[config.mk]
export PLATFORM = sky130hd
export DESIGN_NAME = palette_fade_ctrl
export DESIGN_NICKNAME = d
export VERILOG_FILES = /design/src/rtl/palette_fade_ctrl.sv
export SDC_FILE = /design/constraint.sdc
export NUM_CORES = 1
export LEC_CHECK = 0
export CORE_MARGIN = 3
export CORE_UTILIZATION = 51
export CTS_CLUSTER_SIZE = 12
export DETAILED_ROUTE_END_ITERATION = 12
export PLACE_DENSITY = 0.86
export SLEW_MARGIN = 40
export SYNTH_ARGS = -nofsm -noshare
export SYNTH_HDL_FRONTEND = slang
export SYNTH_SLANG_ARGS = --single-unit
[constraint.sdc]
create_clock -name Clk -period 3.34 [get_ports Clk]
set_input_delay 0.334 -clock Clk [delete_from_list [all_inputs] [get_ports Clk]]
set_output_delay 0.334 -clock Clk [all_outputs]
set_load 0.005 [all_outputs]
[src/rtl/palette_fade_ctrl.sv]
// Brightness fader between the background palette lookup and the VGA colour outputs.
// Brightness moves one step per FRAMES_PER_STEP frame_start pulses, so frames never tear.
module palette_fade_ctrl #(
  parameter int unsigned FRAMES_PER_STEP = 4,
  parameter bit          START_VISIBLE   = 1'b0
) (
  input  logic       Clk,
  input  logic       Reset_n,
  input  logic       frame_start,
  input  logic       fade_in_req,
  input  logic       fade_out_req,
  input  logic [3:0] red_in,
  input  logic [3:0] green_in,
  input  logic [3:0] blue_in,
  output logic [3:0] red_out,
  output logic [3:0] green_out,
  output logic [3:0] blue_out,
  output logic [4:0] level,
  output logic       busy,
  output logic       done
);

  typedef enum logic [1:0] {
    ST_BLACK    = 2'd0,
    ST_FADE_IN  = 2'd1,
    ST_VISIBLE  = 2'd2,
    ST_FADE_OUT = 2'd3
  } state_e;

  localparam state_e     RST_STATE = START_VISIBLE ? ST_VISIBLE : ST_BLACK;
  localparam logic [4:0] RST_LEVEL = START_VISIBLE ? 5'd16 : 5'd0;
  localparam logic [7:0] DIV_LAST  = 8'(FRAMES_PER_STEP - 1);

  // Level 16 is unity gain: (c*16)>>4 == c.
  function automatic logic [3:0] scale(input logic [3:0] c, input logic [4:0] lvl);
    return 4'(({5'd0, c} * {4'd0, lvl}) >> 4);
  endfunction

  state_e     state_q, state_d;
  logic [4:0] level_q, level_d;
  logic [7:0] div_q, div_d;
  logic       busy_q, busy_d;
  logic       done_q, done_d;
  logic [3:0] red_q, green_q, blue_q;
  logic       accept_in_s, accept_out_s, fading_s;

  // Next-state logic: request acceptance takes priority over stepping.
  always_comb begin
    state_d      = state_q;
    level_d      = level_q;
    div_d        = div_q;
    done_d       = 1'b0;
    fading_s     = (state_q == ST_FADE_IN) || (state_q == ST_FADE_OUT);
    accept_out_s = fade_out_req && ((state_q == ST_VISIBLE) || (state_q == ST_FADE_IN));
    accept_in_s  = fade_in_req && !fade_out_req &&
                   ((state_q == ST_BLACK) || (state_q == ST_FADE_OUT));
    if (accept_out_s) begin
      state_d = ST_FADE_OUT;
      div_d   = 8'd0;
    end else if (accept_in_s) begin
      state_d = ST_FADE_IN;
      div_d   = 8'd0;
    end else if (frame_start && fading_s) begin
      if (div_q == DIV_LAST) begin
        div_d = 8'd0;
        case (state_q)
          ST_FADE_IN: begin
            // A reversal right at full level still finishes on the next step.
            if (level_q >= 5'd15) begin
              level_d = 5'd16;
              state_d = ST_VISIBLE;
              done_d  = 1'b1;
            end else begin
              level_d = level_q + 5'd1;
            end
          end
          ST_FADE_OUT: begin
            if (level_q <= 5'd1) begin
              level_d = 5'd0;
              state_d = ST_BLACK;
              done_d  = 1'b1;
            end else begin
              level_d = level_q - 5'd1;
            end
          end
          default: begin
            level_d = level_q;
          end
        endcase
      end else begin
        div_d = div_q + 8'd1;
      end
    end else begin
      div_d = div_q;
    end
    busy_d = (state_d == ST_FADE_IN) || (state_d == ST_FADE_OUT);
  end

  // Control state, level and status registers.
  always_ff @(posedge Clk or negedge Reset_n) begin
    if (!Reset_n) begin
      state_q <= RST_STATE;
      level_q <= RST_LEVEL;
      div_q   <= 8'd0;
      busy_q  <= 1'b0;
      done_q  <= 1'b0;
    end else begin
      state_q <= state_d;
      level_q <= level_d;
      div_q   <= div_d;
      busy_q  <= busy_d;
      done_q  <= done_d;
    end
  end

  // Colour pipeline: scaled by the level held in the input cycle.
  always_ff @(posedge Clk or negedge Reset_n) begin
    if (!Reset_n) begin
      red_q   <= 4'd0;
      green_q <= 4'd0;
      blue_q  <= 4'd0;
    end else begin
      red_q   <= scale(red_in, level_q);
      green_q <= scale(green_in, level_q);
      blue_q  <= scale(blue_in, level_q);
    end
  end

  assign red_out   = red_q;
  assign green_out = green_q;
  assign blue_out  = blue_q;
  assign level     = level_q;
  assign busy      = busy_q;
  assign done      = done_q;

endmodule

* Yosys cells after proc, flatten, opt, wreduce, memory -nomap -nowiden
Cells that the tools add are included.
Word-level totals: flip-flop bits (word level) 29, latch bits 0, bits in writable memories 0, ROM bits 0, memories kept 0
Operators by class: add/sub/neg operators 3, $mul 3, div/mod/pow operators 0, order comparisons 2, equal/unequal tests 6, shift operators 0, mux-type cells 21, bitwise logic cells 2, reductions and logical operators 13
Operators with widths (count):
- 2-to-1 mux 8 bit | 4
- multiplier 4 x 5 -> 8 bit | 3
- 2-to-1 mux 2 bit | 6
- 2-to-1 mux 5 bit | 2
- case mux 5 bit (2 select lines) | 1
- adder 8 x 1 -> 8 bit (second input constant) | 1
- == test 8 x 2 -> 1 bit (second input constant) | 1
- == test 2 bit (second input constant) | 3
- 2-to-1 mux 1 bit | 6
- adder 5 x 1 -> 5 bit (second input constant) | 1
- greater-or-equal comparator 5 x 4 -> 1 bit (second input constant) | 1
- <= comparator 5 x 1 -> 1 bit (second input constant) | 1
- AND reduction 5 bit | 1
- subtractor 5 x 1 -> 5 bit (second input constant) | 1
- == test 2 x 1 -> 1 bit (second input constant) | 2
- logical AND 1 bit | 4
- logical OR 1 bit | 4
- case mux 2 bit (2 select lines) | 1
- nonzero test 3 bit | 1
- logical NOT 2 bit | 1
- NOT 1 bit | 2
- case mux 1 bit (2 select lines) | 1
- nonzero test 2 bit | 1
- logical NOT 1 bit | 1

* Depth between registers and ports, before layout
word-level depth 9, depth in mapped cells 13, mapped depth without buffers 11

* Least setup slack after synthesis
OpenSTA, ideal clock, no wires.
path type reg-to-reg, start register level_q[2], in the netlist level[2], end register red_q[3], in the netlist red_out[3], setup time 0.125 ns, arrival time 3.043 ns, required time 3.215 ns, setup slack 0.171 ns, cell stages (with the launch flop) 14, cells stage by stage dfrtp_1 > clkbuf_1 > clkbuf_1 > and2_1 > fa_1 > inv_1 > fa_1 > inv_1 > ha_1 > nand4_1 > o211ai_1 > o21a_1 > nor2_1 > xnor2_1
On the way: longest elaborated chain between the ends 1
Ends and longest elaborated chain:
- start: declaration | line 40 | logic [4:0] level_q, level_d;
- start signal: assignment | line 109 | level_q <= level_d;
- multiplier 4 x 5 -> 8 bit | line 36 | return 4'(({5'd0, c} * {4'd0, lvl}) >> 4);
- end signal: assignment | line 123 | red_q <= scale(red_in, level_q);
- end: declaration | line 44 | logic [3:0] red_q, green_q, blue_q;
No other way between the ends. A chain may end at the register's enable or synchronous reset.

* Worst setup path in the final report
start register level_q[2], in the netlist level[2], end register green_q[3], in the netlist green_out[3]
On the way: longest elaborated chain between the ends 1
Ends and longest elaborated chain:
- multiplier 4 x 5 -> 8 bit | line 36
- end signal: assignment | line 124 | green_q <= scale(green_in, level_q);
- end: declaration | line 44
No other way between the ends.

==> run metrics <==
dpl ws about 55 ps; Arr. time, crit path about 3200 ps; total number of vias 2,247; critical-path maximum fanout 15; slowest cell on the critical path dfrtp_1; Netlist cell types 46; first-pass GRT wire length between 9000 and 10,000 µm; Die Ht 79.1 µm; hpwl dp 4270 µm; critical path endpoint category flop; total CTS buffers 3; initial core utilization between 50% and 60%; GPL Wtd Cong 0.848; Hold WC Path Type in2async; Finished Core Util 66.1%; WS Path Type reg2reg; RSZ-0062 raised after global routing no; CTS clk-pin slew, worst paths 100 ps; max incr delay on CP about 570 ps; WL/cell 13.6 µm; Max Fclk around 0.33 GHz; Post-synth EDFFs 0; setup bufs post-CTS 0; minimum clock period 3060 ps; CTS H-Tree Depth 1; final worst setup slack 280 ps; Antenna Nets Post-Route 0; Peak VDD IR 0.246 mV; die span in x 79.1 µm; clock root buffer clkbuf_8; Core ar. 0.00494 mm²; Slew Limit Fails 0; Syn. warnings 0; Final Hold Vio Count 0; GR Overflow Total 0; Total Nets Final approximately 410; DR DRC count 0; Max-cap violations 0; post-cts sizing count 0; DRT iter0 DRCs 126; final wirelength 5550 µm; Setup TNS 0 ps; clk buf depth 2; share of layout cells above drive strength 1 around 8.5%; Seq/Total Area, Yosys 25.7%; Die Area 0.00625 mm²; vias per cell 5.52; crit-path cells and2_1 -> fa_1 -> inv_1 -> fa_1 -> inv_1 -> ha_1 -> nand4_1 -> o211ai_1 -> o21a_1 -> nor2_1 -> xnor2_1; Buf/Inv on CP 2; CTS hold repair buffers 0; top_reg_cell synth dfrtp_1; Mapped Cells 301; synthesized area 0.00272 mm²; CP startpoint kind flop; I/O Pins 36; # clock sinks 28; Static Leak about 1.6 nW; synthesis-to-finish area growth 19.9%; Pwr per Cell Area ~550 mW/mm²; Net Count, Synth 367; CP delay by family, top adder cells; number of global-route vias before repair about 2,200; CTS tree done; Total GRT Usage between 15 and 20%; std cell rows 25; antenna cells 0; initial antenna violation count 0; CP required 3510 ps; DR pass1 iterations 4; final period utilization between 90% and 100%; status completed; Clk Latency, worst-skew pair 280 ps; skew final 6.52 ps; port bufs 35; Final setup viols 0; Rel. slew slack 67.9%; Worst Tran Pin Value 480 ps; Synth Area per Inst 9.05 µm²; largest net degree at the start of global routing 29; Synth async-reset ratio 100%; #FFs+latches synth 28
## synthesized netlist by cell type (5+ instances only)
cell type / instances / area share [%]
dfrtp_1: 28 / 26
nand3_1: 8 / 1.5
clkbuf_1: 11 / 1.5
o21ai_1: 5 / 0.92
nor2_1: 26 / 3.6
and2_1: 31 / 7.1
nand4_1: 7 / 1.6
ha_1: 34 / 16
a22o_1: 5 / 1.6
xor2_1: 5 / 1.6
fa_1: 15 / 11
a21oi_1: 7 / 1.3
nor3_1: 6 / 1.1
xnor2_1: 9 / 2.9
nand2_1: 34 / 4.7
inv_1: 24 / 3.3
## layout by cell type (no fill, tap or decap), types with 8 or more instances in the layout
cell type / netlist / routed
and2_1: 31 / 31
buf_4: 0 / 14
clkdlybuf4s50_1: 0 / 35
dfrtp_1: 28 / 28
fa_1: 15 / 15
ha_1: 34 / 34
inv_1: 24 / 24
nand2_1: 34 / 34
nand3_1: 8 / 8
nor2_1: 26 / 26
xnor2_1: 9 / 9
## final cells by class
type / count / area, µm²
sequential: 28 / 701
inverter: 24 / 90.1
clock buffer: 3 / 41.3
clock inverter: 1 / 30.0
fill: 431 / 1680
timing repair buffer: 49 / 455
multi-input combinational: 235 / 1860
tap: 67 / 83.8
## worst register-to-register path, delay by kind of cell, from the launching register on
kind	cells	cell delay, ps
fa+ha+maj	3	1360
buf+inv	2	100
xor+xnor	1	110
simple gates	3	420
flops	1	570
compound gates	2	390
## power breakdown
group / internal [W] / switching [W]
sequential: 0.000406 / 0.0000790
combinational: 0.000479 / 0.000561
clock: 0.000161 / 0.000112
total: 0.00105 / 0.000752
## cells by family (layout without fill, tap and decap cells)
family	Yosys count	in the layout	share of synthesized area, %
fa+ha+maj	49	49	26.7
simple gates	122	122	22.6
buf+inv	38	77	5.84
mux	4	4	1.52
compound gates	46	46	13.2
xor+xnor	14	14	4.50
flops	28	28	25.7
## layer usage
metal  up-vias  wire length, µm  GRT usage [%]
li1       1097                -              -
met1      1088             2640           27.9
met2        57             2640           31.5
met3         5              208           1.93
met4         0               69           6.36
met5         -                0              0
## sequential cells by signal (all words and copies together) (netlist names)
name	cells
div_q	8
blue_out	4
red_out	4
busy	1
green_out	4
level	5
state_q	1
done	1
## per-stage QoR
step / std cells / instance area, µm² / hold slack [ps] / power, W
after global placement: 403 / 3190 / 499 / 0.00148
after global routing: 407 / 3260 / 448 / 0.00196
after floorplan: 301 / 2720 / 38.4 / 0.00120
after detailed placement: 403 / 3190 / 516 / 0.00152
after CTS: 407 / 3260 / 433 / 0.00181
final: 407 / 3260 / 429 / 0.00180
## worst paths after layout
| path | startpoint | endpoint | slack [ps] | depth (start not counted) |
|---|---|---|---|---|
| hold / removal | Reset_n | blue_out[3]$_DFF_PN0_ | 430 | 2 |
| hold reg to reg | div_q[2]$_DFFE_PN0P_ | div_q[2]$_DFFE_PN0P_ | 540 | 1 |
| max in group asynchronous | Reset_n | level[3]$_DFFE_PN0P_ | 2640 | 2 |
| setup / recovery | level[2]$_DFFE_PN0P_ | green_out[3]$_DFF_PN0_ | 280 | 11 |
| min in group Clk | div_q[2]$_DFFE_PN0P_ | div_q[2]$_DFFE_PN0P_ | 540 | 1 |
| setup reg to reg | level[2]$_DFFE_PN0P_ | green_out[3]$_DFF_PN0_ | 280 | 11 |
Power figures use the tool's default switching activity.
